[src/rtl/mem_port_arbiter.sv]
// mem_port_arbiter
//   Two-port arbiter and sequencer for the single-ported unified I/D memory.
//   Port 0 is the CPU memory interface and port 1 is the loader/debug port.
//   One requester is granted at a time. Its fields are latched directly into
//   the registered mem_* outputs and a single mem_cs strobe is issued. The
//   block then waits MEM_LAT cycles and returns a one-cycle ack together with
//   registered read data.
//
//   Optional feature macro: ARB_ROUND_ROBIN_EN
//     defined   : ties go to the port that is not the last-grant pointer.
//     undefined : fixed priority, port 0 wins every tie.
//
// Ports
//   CLK, RSTn            clock, synchronous active-low reset
//   pN_req/we/be/addr/   request from port N (held until ack)
//     wdata
//   pN_ack, pN_rdata     one-cycle completion pulse, registered read data
//   mem_cs/we/be/addr/   registered memory strobe and fields (word address)
//     wdata
//   mem_rdata            memory read data, valid MEM_LAT cycles after mem_cs
//   busy, owner          not-idle flag, current or most recent grantee
module mem_port_arbiter #(
  parameter int AW      = 32,
  parameter int DW      = 32,
  parameter int MEM_LAT = 1
) (
  input  logic          CLK,
  input  logic          RSTn,
  input  logic          p0_req,
  input  logic          p0_we,
  input  logic [3:0]    p0_be,
  input  logic [AW-1:0] p0_addr,
  input  logic [DW-1:0] p0_wdata,
  output logic          p0_ack,
  output logic [DW-1:0] p0_rdata,
  input  logic          p1_req,
  input  logic          p1_we,
  input  logic [3:0]    p1_be,
  input  logic [AW-1:0] p1_addr,
  input  logic [DW-1:0] p1_wdata,
  output logic          p1_ack,
  output logic [DW-1:0] p1_rdata,
  output logic          mem_cs,
  output logic          mem_we,
  output logic [3:0]    mem_be,
  output logic [AW-3:0] mem_addr,
  output logic [DW-1:0] mem_wdata,
  input  logic [DW-1:0] mem_rdata,
  output logic          busy,
  output logic          owner
);

  typedef enum logic [1:0] {IDLE, ACCESS, WAIT, RESP} state_t;

  state_t     state;
  logic [3:0] cnt;
  logic       win;

  // Byte offset bits are meaningless for a word-wide memory.
  logic unused_addr_lsb;
  assign unused_addr_lsb = ^{p0_addr[1:0], p1_addr[1:0]};

`ifdef ARB_ROUND_ROBIN_EN
  logic last_grant;

  // On a tie the port that did not win last time goes first.
  always_comb begin
    win = 1'b0;
    if (p0_req && p1_req) win = ~last_grant;
    else                  win = p1_req;
  end
`else
  // Fixed priority: port 1 only wins when port 0 is not asking.
  assign win = ~p0_req;
`endif

  always_ff @(posedge CLK) begin
    if (!RSTn) begin
      state     <= IDLE;
      cnt       <= '0;
      p0_ack    <= 1'b0;
      p1_ack    <= 1'b0;
      p0_rdata  <= '0;
      p1_rdata  <= '0;
      mem_cs    <= 1'b0;
      mem_we    <= 1'b0;
      mem_be    <= '0;
      mem_addr  <= '0;
      mem_wdata <= '0;
      busy      <= 1'b0;
      owner     <= 1'b0;
`ifdef ARB_ROUND_ROBIN_EN
      last_grant <= 1'b1;
`endif
    end else begin
      case (state)
        IDLE: begin
          if (p0_req || p1_req) begin
            // The mem_* registers double as the latched request fields.
            state     <= ACCESS;
            busy      <= 1'b1;
            owner     <= win;
            mem_cs    <= 1'b1;
            mem_we    <= win ? p1_we : p0_we;
            mem_be    <= win ? p1_be : p0_be;
            mem_addr  <= win ? p1_addr[AW-1:2] : p0_addr[AW-1:2];
            mem_wdata <= win ? p1_wdata : p0_wdata;
`ifdef ARB_ROUND_ROBIN_EN
            last_grant <= win;
`endif
          end
        end
        ACCESS: begin
          mem_cs <= 1'b0;
          cnt    <= 4'(MEM_LAT);
          state  <= WAIT;
        end
        WAIT: begin
          cnt <= cnt - 4'd1;
          // cnt==1 marks the cycle in which mem_rdata is valid.
          if (cnt == 4'd1) begin
            state <= RESP;
            if (owner) begin
              p1_ack <= 1'b1;
              if (!mem_we) p1_rdata <= mem_rdata;
            end else begin
              p0_ack <= 1'b1;
              if (!mem_we) p0_rdata <= mem_rdata;
            end
          end
        end
        RESP: begin
          p0_ack <= 1'b0;
          p1_ack <= 1'b0;
          busy   <= 1'b0;
          state  <= IDLE;
        end
        default: state <= IDLE;
      endcase
    end
  end

endmodule

[config.mk]
export PLATFORM = sky130hd
export DESIGN_NAME = mem_port_arbiter
export DESIGN_NICKNAME = d
export VERILOG_FILES = /design/src/rtl/mem_port_arbiter.sv
export SDC_FILE = /design/constraint.sdc
export NUM_CORES = 1
export LEC_CHECK = 0
export ABC_AREA = 1
export CAP_MARGIN = 20
export CELL_PAD_IN_SITES_DETAIL_PLACEMENT = 1
export CELL_PAD_IN_SITES_GLOBAL_PLACEMENT = 1
export CORE_UTILIZATION = 26
export DETAILED_ROUTE_END_ITERATION = 6
export GPL_ROUTABILITY_DRIVEN = 0
export HOLD_SLACK_MARGIN = 0.05
export PLACE_DENSITY_LB_ADDON = 0.1
export SKIP_CTS_REPAIR_TIMING = 1
export SLEW_MARGIN = 20
export SYNTH_ARGS = -nofsm -noshare
export SYNTH_HDL_FRONTEND = slang
export SYNTH_SLANG_ARGS = --single-unit
[constraint.sdc]
create_clock -name CLK -period 1.6 [get_ports CLK]
set_input_delay 0.24 -clock CLK [delete_from_list [all_inputs] [get_ports CLK]]
set_output_delay 0.24 -clock CLK [all_outputs]
set_load 0.02 [all_outputs]
==> results of run 1 <==
## cells in the mapped netlist
master                     instances  area share [%]
sky130_fd_sc_hd__nor2_1          266              17
sky130_fd_sc_hd__nand2_1         218              14
sky130_fd_sc_hd__dfxtp_1         142              48
sky130_fd_sc_hd__o21ai_0         117             9.9
sky130_fd_sc_hd__clkbuf_1         30             1.9
sky130_fd_sc_hd__o21ai_1          17             1.4
sky130_fd_sc_hd__buf_2            14             1.2
sky130_fd_sc_hd__a21oi_1          12             1.0
sky130_fd_sc_hd__inv_1            11            0.70
sky130_fd_sc_hd__buf_4             7            0.89
sky130_fd_sc_hd__ha_1              7             1.5
sky130_fd_sc_hd__buf_6             5            0.95
sky130_fd_sc_hd__nand3_1           5            0.42
sky130_fd_sc_hd__inv_2             3            0.19
sky130_fd_sc_hd__and3_1            2            0.21
sky130_fd_sc_hd__nand2_2           2            0.21
sky130_fd_sc_hd__nor2_2            2            0.21
sky130_fd_sc_hd__nor3_1            2            0.17
sky130_fd_sc_hd__clkbuf_4          1            0.13
sky130_fd_sc_hd__nor3_2            1            0.17
sky130_fd_sc_hd__o21a_1            1            0.13
sky130_fd_sc_hd__o21ai_4           1            0.27
## worst max-delay path, cell delays in order, from the launching register on
cell and delay, ns:
sky130_fd_sc_hd__dfxtp_1 0.33, sky130_fd_sc_hd__inv_1 0.06, sky130_fd_sc_hd__buf_4 0.14, sky130_fd_sc_hd__ha_1 0.23, sky130_fd_sc_hd__o21ai_4 0.12, sky130_fd_sc_hd__inv_2 0.11
sky130_fd_sc_hd__buf_12 0.18, sky130_fd_sc_hd__nor2_1 0.11, sky130_fd_sc_hd__nor2_1 0.06
## kinds of logic (layout without fill, tap and decap cells)
| kind of cell | Yosys count | count (layout) | synth area share, % |
|---|---|---|---|
| buffers and inverters | 71 | 378 | 5.923 |
| adder cells (fa/ha/maj) | 7 | 7 | 1.475 |
| flip-flops | 142 | 142 | 47.89 |
| AO/OA/AOI/OAI | 148 | 148 | 12.71 |
| other | 0 | 2 | 0 |
| AND/OR/NAND/NOR | 498 | 498 | 32.00 |
## metal layers
metal	GRT usage, %	share of wire, %	vias to the layer above
met1	21.70	43	2809
met3	6.748	8.6	20
met2	31.75	47	198
met4	5.772	1.6	0
li1	-	-	3302
met5	0	0	-
## power groups by stage
stage | clock network [mW] | registers [mW] | logic (mW)
global route | 4.02 | 4.70 | 5.68
global placement | 0 | 4.68 | 5.31
CTS | 3.88 | 4.64 | 5.38
finish | 3.74 | 4.60 | 5.15
floorplan | 0 | 5.49 | 1.91
detailed placement | 0 | 4.71 | 5.35
## path summary, 6_finish.rpt
kind / startpoint / endpoint / slack (ns)
hold / removal: RSTn / p0_ack / 0.21
setup reg to reg: state[0] / mem_addr[28] / 0.12
hold reg to reg: p1_ack / p1_ack / 0.47
setup / recovery: state[0] / mem_addr[28] / 0.12
## stage by stage
stage          std cells  utilization [%]
3_5_place_dp        1422            42.40
4_1_cts             1453            44.87
5_1_grt             1455            46.47
3_3_place_gp        1422            42.40
2_1_floorplan        866                -
6_report            1455            46.47
## registers in the layout, indices dropped and copies added, names as in the netlist
register and flops:
p1_rdata 32, owner 1, mem_wdata 32, mem_we 1
mem_cs 1, mem_be 4, busy 1, cnt 4
p1_ack 1, p0_ack 1, p0_rdata 32, mem_addr 30
state 2
## cell type report
type / count / area, sq um
Tap cell: 280 / 350.3
Multi-Input combinational cell: 653 / 2744
Inverter: 14 / 52.55
Fill cell: 2653 / 11830
Clock inverter: 13 / 117.6
Sequential cell: 142 / 2843
Antenna cell: 2 / 5.005
Clock buffer: 18 / 429.2
Timing Repair Buffer: 333 / 3725
==> metrics.log, run 1 <==
INFO  metric timing.fmax = 677.4 MHz
INFO  metric cts_htree_levels = 4
INFO  metric worst_hold_slack = 0.2075 ns
INFO  metric routed_wirelength = 21.58 mm
INFO  metric die_h = 153.1 um
INFO  metric routed_wire_length_per_instance = 14.83 um
INFO  metric port_buffer_count = 305
INFO  metric grt_start_max_net_pins = 37
INFO  metric layout-area-overhead-vs-synth = 72.96%
INFO  metric postSynthRegisterBits = 142
INFO  metric synth.lib_cells_used.distinct = 22
INFO  metric number_of_hold_slack_violations_in_the_final_timing_report = 0
INFO  metric first_pass_iters = 4
INFO  metric clkSlewWorstSetupHoldPaths = 0.06 ns
INFO  metric report.final.slew_viol_count = 0
INFO  metric final_antenna_net_count = 0
INFO  metric p_int = 8.700 mW
INFO  metric min_period = 1.476 ns
INFO  metric clkLatencyLatePin = 0.42 ns
INFO  metric power.static_leakage = 6.470 nW
INFO  metric setup-tns-final = 0 ns
INFO  metric max-vdd-ir-drop = 0.0006127 V
INFO  metric rows = 54
INFO  metric grt_pass1_vias = 6296
INFO  metric critPathLaunchType = register
INFO  metric final_min_period_over_clock_period = 92.27%
INFO  metric timing_worst_setup_path_type = register to register
INFO  metric fp.coreArea = 0.02209 sq mm
INFO  metric routed-via-count = 6329
INFO  metric worstPathRequired = 1.91 ns
INFO  metric preCtsSetupSlack = 0.04566 ns
INFO  metric power_density = 1314 mW/mm^2
INFO  metric die_area = 0.02344 sq mm
INFO  metric synthesis.area = 0.005936 sq mm
INFO  metric postSynthNetCount = 1047
INFO  metric report.power.total = 13.49 mW
INFO  metric drive_gt1_share = 5.968%
INFO  metric worst-slew-pin-transition = 0.3357 ns
INFO  metric clock-root-buffer = sky130_fd_sc_hd__clkbuf_16
INFO  metric fin_worst_skew = 0.009244 ns
INFO  metric drt_iter0_drc = 160
INFO  metric worst_hold_path_class = primary input to register
INFO  metric top_level_ports = 310
INFO  metric highest_count_cells_in_the_layout_ignoring_fill_and_taps = 266 x sky130_fd_sc_hd__nor2_1, 218 x sky130_fd_sc_hd__nand2_1, 167 x sky130_fd_sc_hd__clkdlybuf4s50_1
INFO  metric overflow = 0
INFO  metric cts_buffers = 17
INFO  metric seq_area_frac_synth = 47.89%
INFO  metric worstPathMaxFanout = 36
INFO  metric cts_tree = yes
INFO  metric power_frac_seq = 34.1%
INFO  metric p_switching = 4.791 mW
INFO  metric min_delay_path_depth = 3
INFO  metric grtUsageTotal = 18.64%
INFO  metric slew_headroom = 77.59%
INFO  metric status = finished, final reports clean
INFO  metric placed_cell_area = 0.009368 sq mm
INFO  metric setup_viol = 0
INFO  metric worst_setup_path_end_kind = register
INFO  metric power.share.clock = 27.7%
INFO  metric tritoncts_num_sinks = 142
INFO  metric synthesis.area_per_instance = 6.854 sq um
INFO  metric grt_setup_unrepaired = false
INFO  metric drc = 0
INFO  metric fin_area = 0.01027 sq mm
INFO  metric maxCapViolations = 0
INFO  metric number_of_antenna_violations_at_the_first_check_in_global_routing = 1
INFO  metric finish.net_count = 1342
INFO  metric die_boundary_width = 153.1 um
INFO  metric grt_first_pass_wirelength = 34.14 mm
INFO  metric yosysWarnings = 0
INFO  metric effective_utilization_at_floorplan = 26.87%
INFO  metric dpl_hpwl = 15.79 mm
INFO  metric worstPathArrival = 1.78 ns
INFO  metric rr_worst_depth = 8
INFO  metric timing.final.ws_setup = 0.1237 ns
INFO  metric syn_inst = 866
INFO  metric p_comb_share = 38.2%
INFO  metric mostFrequentLayoutCell = sky130_fd_sc_hd__nor2_1
INFO  metric max-clock-path-buffers = 2
INFO  metric swShare = 35.51%
INFO  metric post_drt_via_cell_ratio = 4.350
Note: power is estimated with default switching activity, not from simulation.
==> inputs of run 2 (changes only) <==
- CORE_UTILIZATION: 26 -> 28
- GPL_ROUTABILITY_DRIVEN: 0 -> not set
- clock period: 1.6 -> 1.7 ns (I/O delays scaled with it)
==> run 2 against run 1 <==
Net effect:
- routed wire length shrank 3.0%
- final cell count shrank 1.4%
- worst hold slack lost 0.029 ns
- sequential power shrank 5.0%
- via count grew 1.0%
- clock power shrank 4%
- final area shrank 3.7%
- critical endpoint is now mem_addr[29]
- largest power group unchanged
==> metrics.log, run 2 (synthesis results as in run 1) <==
INFO  metric ff2ff_setup_slack = 0.16 ns (+0.04 ns)
INFO  metric slew_headroom = 77.11% (-0.48 points)
INFO  metric layout-area-overhead-vs-synth = 66.55%
INFO  metric clkSlewWorstSetupHoldPaths = 0.06 ns (about the same)
INFO  metric final_min_period_over_clock_period = 98.00%
INFO  metric cts_buffers = 17 (unchanged)
INFO  metric timing.critical_path.buf_inv = 1 (-3)
INFO  metric power_density = 1284 mW/mm^2 (-2.3%)
INFO  metric sequential_cell_area_in_the_final_layout = 0.002843 sq mm (unchanged)
INFO  metric worstPathRequired = 1.44 ns (-0.47 ns)
INFO  metric overflow = 0 (unchanged)
INFO  metric number_of_hold_slack_violations_in_the_final_timing_report = 0 (unchanged)
INFO  metric highest_count_cells_in_the_layout_ignoring_fill_and_taps = 285 x sky130_fd_sc_hd__clkdlybuf4s50_1, 266 x sky130_fd_sc_hd__nor2_1, 218 x sky130_fd_sc_hd__nand2_1
INFO  metric min_period = 1.666 ns
INFO  metric cts_tree = yes
INFO  metric worstPathArrival = 1.41 ns (-0.37 ns)
INFO  metric p_switching = 4.477 mW (-6.6%)
INFO  metric fin_area = 0.009886 sq mm (-3.7%)
INFO  metric worstReg2RegEnd = p0_rdata[8]
INFO  metric worst_path_largest_cell_delay = 0.66 ns (+0.33 ns)
INFO  metric p_comb_share = 37.4% (-0.8 points)
INFO  metric swShare = 35.27% (-0.24 points)
INFO  metric tritoncts_num_sinks = 142 (unchanged)
INFO  metric power.share.clock = 28.2% (+0.5 points)
INFO  metric worstPathMaxFanout = 2 (-94%)
INFO  metric dpl_hpwl = 15.10 mm (-4.3%)
INFO  metric worst_setup_path_end_kind = primary output
INFO  metric fin_worst_skew = 0.01512 ns (+0.005880 ns)
INFO  metric critPathLaunchType = register
INFO  metric mostFrequentLayoutCell = sky130_fd_sc_hd__clkdlybuf4s50_1
INFO  metric grt_pass1_vias = 6412 (+1.8%)
INFO  metric p_int = 8.216 mW (-5.6%)
INFO  metric routed-via-count = 6392 (+1.0%)
INFO  metric finish.net_count = 1333 (-0.67%)
INFO  metric preCtsSetupSlack = 0.07171 ns (+0.02606 ns)
INFO  metric whs_endpoint = state[0]
INFO  metric reg.largest.list = mem_wdata: 32 flops, p0_rdata: 32 flops, p1_rdata: 32 flops
INFO  metric die_area = 0.02179 sq mm (-7.0%)
INFO  metric rr_worst_depth = 8 (unchanged)
INFO  metric multiInputGateArea = 0.002741 sq mm (about the same)
INFO  metric max-clock-path-buffers = 2 (unchanged)
INFO  metric final_antenna_net_count = 0 (unchanged)
INFO  metric power_frac_seq = 34.5% (+0.4 points)
INFO  metric report.final.slew_viol_count = 0 (unchanged)
INFO  metric top_level_ports = 310 (unchanged)
INFO  metric cp_slowest_cell = sky130_fd_sc_hd__clkdlybuf4s50_1
INFO  metric status = finished, final reports clean
INFO  metric rows = 52 (-3.7%)
INFO  metric placed_cell_area = 0.009260 sq mm (-1.1%)
INFO  metric max-vdd-ir-drop = 0.0007387 V (+21%)
INFO  metric drc = 0 (unchanged)
INFO  metric worst_hold_path_class = primary input to register
INFO  metric grt_first_pass_wirelength = 33.43 mm (-2.1%)
INFO  metric clkLatencyLatePin = 0.42 ns (about the same)
INFO  metric number_of_antenna_violations_at_the_first_check_in_global_routing = 0 (-1)
INFO  metric die_boundary_width = 147.6 um (-3.6%)
INFO  metric antenna_cells = 0 (-2)
INFO  metric timing.fmax = 600.3 MHz
INFO  metric fp.coreArea = 0.02049 sq mm (-7.2%)
INFO  metric port_buffer_count = 305 (unchanged)
INFO  metric timing_worst_setup_path_type = register to primary output
INFO  metric setup_viol = 0 (unchanged)
INFO  metric effective_utilization_at_floorplan = 28.96% (+2.1 points)
INFO  metric worst-slew-pin-transition = 0.3428 ns (+0.007194 ns)
INFO  metric crit_family = buffers and inverters
INFO  metric first_pass_iters = 4 (unchanged)
INFO  metric path_cells = clkdlybuf4s50_1
INFO  metric grtUsageTotal = 19.62% (+0.97 points)
INFO  metric timing.rr.start = state[0]
INFO  metric min_delay_path_depth = 3 (unchanged)
INFO  metric gp_congestion = 0.7435
INFO  metric drt_iter0_drc = 218 (+36%)
INFO  metric cts_htree_levels = 4 (unchanged)
INFO  metric power.static_leakage = 4.445 nW (-31%)
INFO  metric die_h = 147.6 um (-3.6%)
INFO  metric post_drt_via_cell_ratio = 4.454 (+2.4%)
INFO  metric worst_hold_slack = 0.1781 ns (-0.02940 ns)
INFO  metric maxCapViolations = 0 (unchanged)
INFO  metric nFillCells = 2602 (-1.9%)
INFO  metric drive_gt1_share = 5.236% (-0.73 points)
INFO  metric hold_startpoint = RSTn
INFO  metric routed_wire_length_per_instance = 14.59 um (-1.6%)
INFO  metric grt_start_max_net_pins = 69 (+86%)
INFO  metric grt_setup_unrepaired = false
INFO  metric timing.final.ws_setup = 0.03404 ns (-0.08965 ns)
INFO  metric routed_wirelength = 20.94 mm (-3.0%)
INFO  metric clock-root-buffer = sky130_fd_sc_hd__clkbuf_16
-- run 2: layer usage --
layer / vias to the layer above / wire length (um) / track usage (%)
li1: 3287 / - / -
met1: 2877 / 8550 / 21.79
met2: 200 / 10390 / 34.62
met3: 28 / 1530 / 6.667
met4: 0 / 471 / 7.062
met5: - / 0 / 0
-- run 2: final cells by class --
class                           count  area share, %
Clock buffer                       20          4.620
Timing Repair Buffer              324          33.84
Inverter                           14         0.5316
Multi-Input combinational cell    653          27.73
Sequential cell                   142          28.76
Tap cell                          270          3.417
Clock inverter                     12          1.101
-- run 2: tightest hold or removal path, stage by stage --
cell	delay (ns)
sky130_fd_sc_hd__buf_4	0.17
sky130_fd_sc_hd__nand2_1	0.08
sky130_fd_sc_hd__a21oi_1	0.04
-- run 2: power by group through the flow --
| stage | Combinational, mW | Sequential [mW] | Clock, mW |
|---|---|---|---|
| global placement | 4.80 | 4.41 | 0 |
| global route | 5.23 | 4.46 | 3.84 |
| finish | 4.74 | 4.37 | 3.58 |
| detailed placement | 4.84 | 4.45 | 0 |
| floorplan | 1.80 | 5.17 | 0 |
| CTS | 4.87 | 4.39 | 3.70 |
-- run 2: metrics by stage --
stage | setup TNS (ns) | instances | utilization (%) | power [mW]
2_1_floorplan | 0 | 866 | - | 6.969
3_3_place_gp | 0 | 1401 | 45.18 | 9.216
3_5_place_dp | 0 | 1401 | 45.18 | 9.288
4_1_cts | -0.1892 | 1433 | 47.94 | 12.96
5_1_grt | 0 | 1435 | 48.24 | 13.53
6_report | 0 | 1435 | 48.24 | 12.69
-- run 2: worst max path at each step --
| stage | start | end | cells after the start |
|---|---|---|---|
| floorplan | state[0] | p0_rdata[14] | 9 |
| global placement | state[0] | p0_rdata[27] | 8 |
| detailed placement | state[0] | p0_rdata[8] | 8 |
| CTS | owner | owner | 1 |
| global route | mem_wdata[6] | mem_wdata[6] | 1 |
| finish | mem_addr[29] | mem_addr[29] | 1 |
==> inputs of run 3 (changes only) <==
- CAP_MARGIN: 20 -> not set
==> results of run 3 <==
No change in the layout: final DEF, timing and power equal those of run 2.
